### src/rtl/gf64_power_40_seq.sv
// GF(2^6) power map y = x^EXP behind a valid/ready handshake.
// One shared multiplier runs a left-to-right square-and-multiply over the exponent bits.
module gf64_power_40_seq #(
  parameter logic [6:0]       POLY  = 7'b1000011,
  parameter int unsigned      EXP_W = 6,
  parameter logic [EXP_W-1:0] EXP   = 6'd40
) (
  input  logic       clk,
  input  logic       rst,
  input  logic       in_valid,
  output logic       in_ready,
  input  logic [5:0] in_data,
  output logic       out_valid,
  input  logic       out_ready,
  output logic [5:0] out_data
);

  localparam int unsigned    IdxW   = (EXP_W > 1) ? $clog2(EXP_W) : 1;
  localparam logic [IdxW-1:0] IdxTop = IdxW'(EXP_W - 1);

  typedef enum logic [1:0] {StIdle, StSqr, StMul, StDone} state_e;

  state_e          r_state, w_state_next;
  logic [5:0]      r_acc, w_acc_next;
  logic [5:0]      r_base, w_base_next;
  logic [IdxW-1:0] r_idx, w_idx_next;
  logic [5:0]      w_op_b;
  logic [5:0]      w_prod;

  // Carry-less 6x6 product followed by reduction of bits 10..6 by POLY.
  function automatic logic [5:0] gf_mul(input logic [5:0] a, input logic [5:0] b);
    logic [10:0] p;
    p = '0;
    for (int i = 0; i < 6; i++) begin
      if (b[i]) p = p ^ (11'(a) << i);
    end
    for (int i = 10; i >= 6; i--) begin
      if (p[i]) p = p ^ (11'(POLY) << (i - 6));
    end
    return p[5:0];
  endfunction

  // Multiplier operands come only from registered state.
  assign w_op_b = (r_state == StMul) ? r_base : r_acc;
  assign w_prod = gf_mul(r_acc, w_op_b);

  always_comb begin
    w_state_next = r_state;
    w_acc_next   = r_acc;
    w_base_next  = r_base;
    w_idx_next   = r_idx;
    in_ready     = 1'b0;
    out_valid    = 1'b0;
    out_data     = '0;
    case (r_state)
      StIdle: begin
        in_ready = 1'b1;
        if (in_valid) begin
          w_base_next  = in_data;
          w_acc_next   = 6'd1;
          w_idx_next   = IdxTop;
          w_state_next = StSqr;
        end
      end
      StSqr: begin
        w_acc_next = w_prod;
        if (EXP[r_idx]) begin
          w_state_next = StMul;
        end else if (r_idx == '0) begin
          w_state_next = StDone;
        end else begin
          w_idx_next = r_idx - 1'b1;
        end
      end
      StMul: begin
        w_acc_next = w_prod;
        if (r_idx == '0) begin
          w_state_next = StDone;
        end else begin
          w_idx_next   = r_idx - 1'b1;
          w_state_next = StSqr;
        end
      end
      StDone: begin
        out_valid = 1'b1;
        out_data  = r_acc;
        if (out_ready) w_state_next = StIdle;
      end
      default: w_state_next = StIdle;
    endcase
  end

  always_ff @(posedge clk) begin
    if (rst) begin
      r_state <= StIdle;
      r_acc   <= 6'd1;
      r_base  <= '0;
      r_idx   <= IdxTop;
    end else begin
      r_state <= w_state_next;
      r_acc   <= w_acc_next;
      r_base  <= w_base_next;
      r_idx   <= w_idx_next;
    end
  end

endmodule

### config.mk
export PLATFORM = sky130hd
export DESIGN_NAME = gf64_power_40_seq
export DESIGN_NICKNAME = d
export VERILOG_FILES = /design/src/rtl/gf64_power_40_seq.sv
export SDC_FILE = /design/constraint.sdc
export NUM_CORES = 1
export LEC_CHECK = 0
export BUFFER_PORTS_ARGS = -buffer_cell sky130_fd_sc_hd__clkbuf_2
export CAP_MARGIN = 20
export CORE_MARGIN = 1
export CORE_UTILIZATION = 50
export DETAILED_ROUTE_END_ITERATION = 10
export PLACE_DENSITY_LB_ADDON = 0.08
export SLEW_MARGIN = 20
export SYNTH_ARGS = -nofsm -noshare
export SYNTH_HDL_FRONTEND = slang
export SYNTH_SLANG_ARGS = --single-unit
### constraint.sdc
create_clock -name clk -period 2.7 [get_ports clk]
set_input_delay 0.27 -clock clk [delete_from_list [all_inputs] [get_ports clk]]
set_output_delay 0.27 -clock clk [all_outputs]
set_load 0.02 [all_outputs]
# After elaboration in Yosys (flattened, before gate mapping)
# Memory sizes are Yosys's and may differ from the RTL's. A register that Yosys moved wholly into a read port is not among the register bits.
# Cells that the tools add are included.
[op_classes]
n_bitwise = 10
eq_ne = 7
add_sub_neg = 1
n_mux = 30
n_reduce_logical = 9
order_cmp = 1
[op_table]
columns = ["cell", "n"]
rows = [
  ["$mux 11", 5],
  ["$mux 6", 5],
  ["$mux 3", 6],
  ["$mux 2", 6],
  ["$pmux 6 s2", 1],
  ["$xor 11x10->11", 1],
  ["$xor 11x11->11", 1],
  ["$xor 11x8->11", 1],
  ["$xor 11x9->11", 1],
  ["$not 2->2", 5],
  ["$pmux 3 s3", 1],
  ["$pmux 2 s4", 1],
  ["$xor 6x7->7", 1],
  ["$ne 2x2->1 const B", 3],
  ["$reduce_and 3->1", 2],
  ["$mux 5", 1],
  ["$eq 2x2->1 const B", 2],
  ["$lt 3x4->1 const B", 1],
  ["$mux 4", 1],
  ["$reduce_and 2->1", 2],
  ["$logic_not 3->1", 1],
  ["$mux 1", 3],
  ["$ne 3x3->1 const B", 1],
  ["$reduce_bool 3->1", 1],
  ["other kinds (5)", 5],
]
[word_totals]
register_bits = 17
word_cells = 63
input_bits = 10
n_memories = 1
output_inout_bits = 8
mem_bits_ro = 8
[mem_list]
columns = ["memory", "depth", "width", "rd", "rd_ports_with_merged_regs", "wr", "line", "text"]
rows = [
  ["(name not given)", 8, 1, 1, 1, 0, "67", "if (EXP[r_idx]) begin"],
]

# Logic depth before layout (Yosys ltp)
# Gate-level depths: netlist of run 1.
[depth]
ltp_word = 24
mapped_depth = 10
mapped_depth_nobuf = 9

# Least setup slack after synthesis of run 1
# Ideal clock, no wire load.
[synth_path]
kind = "register to register"
start = "reg r_state[1]"
end = "reg (tool-made name)"
t_required_ps = 2577
setup_slack_ps = 663
stages_incl_launch_ff = 10
path_buffers = 1
setup_ps = 123
arrival_ps = 1913
period_less_slack_ps = 2037
path_cell_list = "dfxtp_1 inv_1 ha_1 buf_2 a21oi_2 nand2_1 o21ai_1 or3b_1 o221ai_1 o21ai_1"
[synth_rtl]
columns = ["item", "line", "text"]
rows = [
  ["start, declared", "23", "state_e r_state, w_state_next;"],
  ["start signal, assigned", "95", "r_state <= StIdle;"],
  ["start signal, assigned", "100", "r_state <= w_state_next;"],
]

# Final worst setup path of run 1
[layout_path]
start = "reg r_state[0]"
end = "reg r_acc[0]"
[layout_via]
elab_chain_len = 20
elab_cells_between_ends = 26
cone_classes = "eq/ne: 3; mux: 13; bitwise: 6; reduce/logical: 4"
[layout_rtl]
columns = ["item", "line", "text"]
rows = [
  ["$eq 2x2->1", "44, 55", ""],
  ["$mux 6", "44", "assign w_op_b = (r_state == StMul) ? r_base : r_acc;"],
  ["$mux 6", "35", "if (b[i]) p = p ^ (11'(a) << i);"],
  ["$xor 6x7->7", "35", ""],
  ["$mux 11", "35", ""],
  ["$xor 11x8->11", "35", ""],
  ["$mux 11", "35", ""],
  ["$xor 11x9->11", "35", ""],
  ["[4 not listed]", "n/a", ""],
  ["$mux 11", "35", ""],
  ["$mux 6", "38", "if (p[i]) p = p ^ (11'(POLY) << (i - 6));"],
  ["$mux 5", "38", ""],
  ["$mux 4", "38", ""],
  ["$mux 3", "38", ""],
  ["$not 2->2 (no source line)", "n/a", ""],
  ["$mux 2", "38", ""],
  ["$pmux 6 s2", "55", "case (r_state)"],
  ["end signal, assigned", "101", "r_acc <= w_acc_next;"],
  ["end, declared", "24", "logic [5:0] r_acc, w_acc_next;"],
]
# Several ways; a longest one is shown, not always the timed one.
# A chain may end at the register's enable or synchronous reset.

==> impl_metrics.json, run 1 <==
{
  "rrSetupSlack_ps": 400,
  "syn_area_per_cell_um2": 7.37,
  "grt_pass1_vias": 1385,
  "grt_pass1_wl_um": 6400,
  "synth-warning-count": 0,
  "n_antenna_cell": 0,
  "finalWorstPathRequiredPeriod_ps": 2300,
  "hold_slack_ps": 195,
  "rows": 20,
  "ctsResizeCount": 0,
  "grt_usage": 0.242,
  "yosysUniqueCellTypes": 50,
  "synthArstFlopShare": 0,
  "hold_viol": 0,
  "drv_cap": 0,
  "reg2reg_depth": 9,
  "yosys_most_used_dff": "dfxtp_1",
  "post_cts_buffers": 0,
  "drt_iter0_markers": 105,
  "gp_congestion": 0.883,
  "antenna_left": 0,
  "yosys.area.top_type_share": 0.215,
  "critPathMaxFanout": 18,
  "antenna_found_initial": 0,
  "slew_headroom": 0.587,
  "die_h_um": 59.9,
  "finalCritPeriodShare": 0.853,
  "status": "finished, final reports clean",
  "synthCells": 227,
  "portBuffers": 17,
  "die_x_um": 59.9,
  "cts_root_buf": "clkbuf_4",
  "r2r-end": "r_acc[0]$_SDFFE_PP1P_",
  "p_leak_uw": 0.000688,
  "worstHoldPathType": "in -> reg",
  "drcViolationCount": 0,
  "slew_violations": 0,
  "powerDensity_nw_per_um2": 576,
  "synth_area_um2": 1670,
  "grt_max_degree": 19,
  "vias": 1536,
  "cts_made_buffers": 3,
  "hpwlAfterDp_um": 2970,
  "htreeDepth": 1,
  "r2r_start": "r_state[0]$_SDFFE_PP0P_",
  "vias_per_cell": 5.45,
  "clock_sinks": 18,
  "drive_gt1_frac": 0.185,
  "die-area_um2": 3580,
  "endpoint": "r_acc[0]$_SDFFE_PP1P_",
  "routed_wl_um": 3830,
  "cp.required_ps": 2890,
  "ctsHoldBuffers": 0,
  "grt.overflow.total": 0,
  "wl_per_cell_um": 13.6,
  "synth_top_area_cell": "dfxtp_1",
  "max_freq_mhz": 434,
  "cts_tree": "done",
  "crit_start": "r_state[0]$_SDFFE_PP0P_",
  "fin_skew_ps": 2.37,
  "worstSkewPairLatency_ps": 300,
  "worst-setup-path-type": "reg -> reg",
  "tightest_slew_ps": 619,
  "end_kind": "flop",
  "syn2layout_area_growth_pct": 7.25,
  "cts_max_path_buffers": 2,
  "synth_area_leaders": "dfxtp_1 22%, nand2_1 11%, xnor2_1 7.3%",
  "worst_ep_arrival_time_ps": 2500,
  "setup_violations": 0,
  "nNetsFinal": 255,
  "synth-edff-count": 0,
  "core_area_um2": 3100,
  "firstDrtPassIters": 4,
  "rsz0062_at_grt": "false",
  "clk_pin_slew_worst_paths_ps": 110,
  "synth_seq_area_share": 0.215,
  "ios": 18,
  "peakVddDrop_mv": 0.420,
  "synth_seq_cells": 18,
  "start_util": 0.540,
  "syn_nets": 243,
  "critPathLaunchType": "flop",
  "fin_setup_tns_ps": 0,
  "final_util": 0.579
}
placed cells by master, fill, tap and decap left out, drive strengths merged, types with 2 or more instances in the layout:
cell and n:
clkbuf 21, xnor3 2, o22ai 3, nand2 51, buf 5, inv 13
nor2b 5, ha 6, and2 6, mux2i 2, nand3 10, o221ai 2
a21oi 18, xnor2 15, nand2b 4, xor2 10, nor3 4, o21ai 15
dfxtp 18, o21bai 2, nor2 9
Yosys cell counts (2+ instances only):
library cell  instances
nand2_1              48
dfxtp_1              18
a21oi_1              17
xnor2_1              14
inv_1                11
nand3_1              10
o21ai_1               9
xor2_1                9
buf_2                 8
nor2_1                8
and2_1                6
ha_1                  6
o21ai_0               6
nor2b_1               5
nand2b_1              4
buf_4                 3
nor3_1                3
buf_6                 2
clkbuf_1              2
inv_2                 2
mux2i_1               2
nand2_2               2
o21bai_1              2
o221ai_1              2
o22ai_1               2
xnor3_1               2
how the worst min path moves through the flow:
stage / from / end / cells past startpoint
final: in_data[2] / r_base[2]$_SDFFE_PP0P_ / 3
after global routing: in_data[2] / r_base[2]$_SDFFE_PP0P_ / 3
after CTS: in_data[2] / r_base[2]$_SDFFE_PP0P_ / 3
after detailed placement: r_idx[1]$_SDFFE_PP0P_ / r_idx[1]$_SDFFE_PP0P_ / 2
after global placement: r_idx[0]$_SDFFE_PP1P_ / r_idx[0]$_SDFFE_PP1P_ / 2
after floorplan: rst / r_idx[2]$_SDFFE_PP1P_ / 1
cell type report:
cell class | count | area, µm²
inverters | 13 | 48.8
fillers | 328 | 1310
repair buffers | 22 | 123
multi-input cells | 181 | 1170
flip-flops and latches | 18 | 360
clock buffers | 4 | 36.3
well taps | 44 | 55.1
power by group:
group          total, µW  internal (µW)  switching (µW)
clock network        170           82.3            88.0
registers            375            313            62.0
logic                490            194             295
total               1030            589             446
flip-flops by register name (all words and copies together), names as in the netlist, named ones only:
signal / count
r_state: 2
r_acc: 6
r_base: 6
r_idx: 3
critical path: stages (launching register included):
cell and delay, ps:
dfxtp_1 400, inv_1 100, ha_1 430, nand2b_1 280
nand2_1 130, o22ai_1 90, nor3_2 230, xor2_2 240
mux2i_1 240, a22oi_2 60
per-stage QoR:
stage	area (µm²)	power, µW	cells	setup WS (ps)
CTS	1800	1040	282	405
floorplan	1670	766	227	663
finish	1800	1030	282	398
detailed placement	1760	864	278	418
global placement	1760	841	278	532
global route	1800	1120	282	187
routing by layer:
metal | wire length (µm) | global-route usage | vias to the layer above
li1 | - | - | 775
met1 | 1740 | 0.322 | 706
met2 | 1850 | 0.398 | 48
met3 | 166 | 0.0281 | 7
met4 | 72 | 0.0930 | 0
met5 | 0 | 0 | -
kinds of logic (layout without fill, tap and decap cells):
logic type,count (synthesis),count (layout),synth area share
adders and majority gates,6,6,0.0448
AOI/OAI and AO/OA,50,50,0.197
muxes,3,3,0.0187
and+or+nand+nor,95,95,0.274
DFF,18,18,0.215
xor gates and xnor gates,27,27,0.167
buffers and inverters,28,39,0.0845
(Power assumes the default switching activity.)
==> run 2, diff against run 1 <==
==> constraint.sdc (replaced) <==
create_clock -name clk -period 2.29 [get_ports clk]
set_input_delay 0.229 -clock clk [delete_from_list [all_inputs] [get_ports clk]]
set_output_delay 0.229 -clock clk [all_outputs]
set_load 0.02 [all_outputs]
==> run 2 against run 1 <==
  * Power rose by 21%
  * Core utilization up 1.8 points
  * Sequential share of layout area fell by 0.60 points
  * Global-route usage increased by 1.7 points
==> impl_metrics.json, run 2 (synthesis results as in run 1) <==
{
  "end_kind": "flop",
  "critPathMaxFanout": 6,
  "layout_common_cells": "48 x nand2_1, 18 x dfxtp_1, 17 x a21oi_1, 17 x clkbuf_2, 14 x xnor2_1",
  "routed_wl_um": 4110,
  "firstDrtPassIters": 5,
  "htreeDepth": 1,
  "top_regs": "r_acc x6, r_base x6, r_idx x3",
  "clk_pin_slew_worst_paths_ps": 120,
  "powerDensity_nw_per_um2": 678,
  "cp.required_ps": 2500,
  "n_antenna_cell": 0,
  "slew_violations": 0,
  "worstHoldStart": "in_data[0]",
  "grt_usage": 0.259,
  "start_util": 0.540,
  "worstSkewPairLatency_ps": 300,
  "worstHoldPathType": "in -> reg",
  "p_clk_frac": 0.164,
  "die_h_um": 59.9,
  "antenna_left": 0,
  "p_int_uw": 717,
  "mostFrequentLayoutCell": "nand2_1",
  "clock_sinks": 18,
  "drcViolationCount": 0,
  "die-area_um2": 3580,
  "place_inst": 285,
  "r2r_start": "r_state[1]$_SDFFE_PP0P_",
  "vias": 1583,
  "max_freq_mhz": 480,
  "peakVddDrop_mv": 0.577,
  "fin_skew_ps": 15.9,
  "critPathLaunchType": "flop",
  "finalPower_uw": 1250,
  "p_leak_uw": 0.000722,
  "die_x_um": 59.9,
  "cts_root_buf": "clkbuf_4",
  "vias_per_cell": 5.48,
  "status": "finished, final reports clean",
  "cts_max_path_buffers": 2,
  "gr-usage-met1": 0.324,
  "slew_headroom": 0.777,
  "placed_area_um2": 1810,
  "grt_pass1_vias": 1437,
  "hold_viol": 0,
  "seqPwrFrac": 0.343,
  "portBuffers": 17,
  "cts_made_buffers": 3,
  "rsz0062_at_grt": "false",
  "setup_violations": 0,
  "nNetsFinal": 262,
  "wl_per_cell_um": 14.2,
  "met2_usage": 0.449,
  "tightest_slew_ps": 334,
  "regArea_um2": 360,
  "power_switching_uw": 536,
  "drive_gt1_frac": 0.212,
  "crit_start": "r_state[1]$_SDFFE_PP0P_",
  "core_area_um2": 3100,
  "cts_tree": "done",
  "final_cells": 289,
  "gp_congestion": 0.909,
  "p_comb_frac": 0.493,
  "final_util": 0.596,
  "grt.overflow.total": 0,
  "ctsHoldBuffers": 0,
  "ios": 18,
  "n_fill_cell": 313,
  "finalWorstPathRequiredPeriod_ps": 2080,
  "antenna_found_initial": 0,
  "post_cts_buffers": 0,
  "hpwlAfterDp_um": 3230,
  "worst_ep_arrival_time_ps": 2290,
  "rows": 20,
  "drv_cap": 0,
  "p_sw_frac": 0.428,
  "grt_max_degree": 15,
  "worst-setup-path-type": "reg -> reg",
  "use_met3": 0.0390,
  "grt_pass1_wl_um": 6870,
  "fin_setup_tns_ps": 0,
  "drt_iter0_markers": 80,
  "multi_input_comb_area_um2": 1170,
  "fin_area_um2": 1850,
  "finalCritPeriodShare": 0.910,
  "syn2layout_area_growth_pct": 10.5,
  "grt-busiest-layer": "met2"
}
-- run 2: path summary, 6_finish.rpt --
check,end,slack [ps],cells past startpoint
max,flop,210,8
min,r_base[0]$_SDFFE_PP0P_,160,3
max reg2reg,flop,210,8
min reg2reg,r_idx[1]$_SDFFE_PP0P_,530,2
-- run 2: area by class of cell --
cell class | instances | share of cell area
Multi-Input combinational cell | 181 | 0.635
Tap cell | 44 | 0.0297
Timing Repair Buffer | 29 | 0.0947
Inverter | 13 | 0.0264
Clock buffer | 4 | 0.0196
Sequential cell | 18 | 0.195
-- run 2: power groups by stage --
stage	Combinational (µW)	Clock, µW	Sequential, µW
final	618	205	431
after CTS	613	209	428
after global routing	696	222	438
after global placement	590	0	432
after floorplan	494	0	409
after detailed placement	612	0	435
-- run 2: timing repair --
| action | in CTS | in global routing |
|---|---|---|
| endpoints found under the hold margin | 0 | 0 |
| endpoints found under the setup margin | 0 | 1 |
| gates resized for setup | 0 | 1 |
-- run 2: per-stage QoR --
step / hold WS [ps] / worst slack [ps]
6_report: 162 / 206
5_1_grt: 173 / 25.9
4_1_cts: 167 / 122
3_5_place_dp: 480 / 127
3_3_place_gp: 473 / 251
2_1_floorplan: 373 / 253
-- run 2: critical path: stages, from the launching register on --
cell and delay [ps]:
dfxtp_1 450, inv_1 100, ha_1 220, a21oi_2 240, nand2_1 160, o21ai_1 150
or3b_1 410, o221ai_1 180, o21ai_1 90
-- run 2: layer usage --
metal	vias to the layer above	routed length (µm)
met3	8	150
met2	44	1970
li1	789	-
met1	742	1880
met5	-	0
met4	0	112
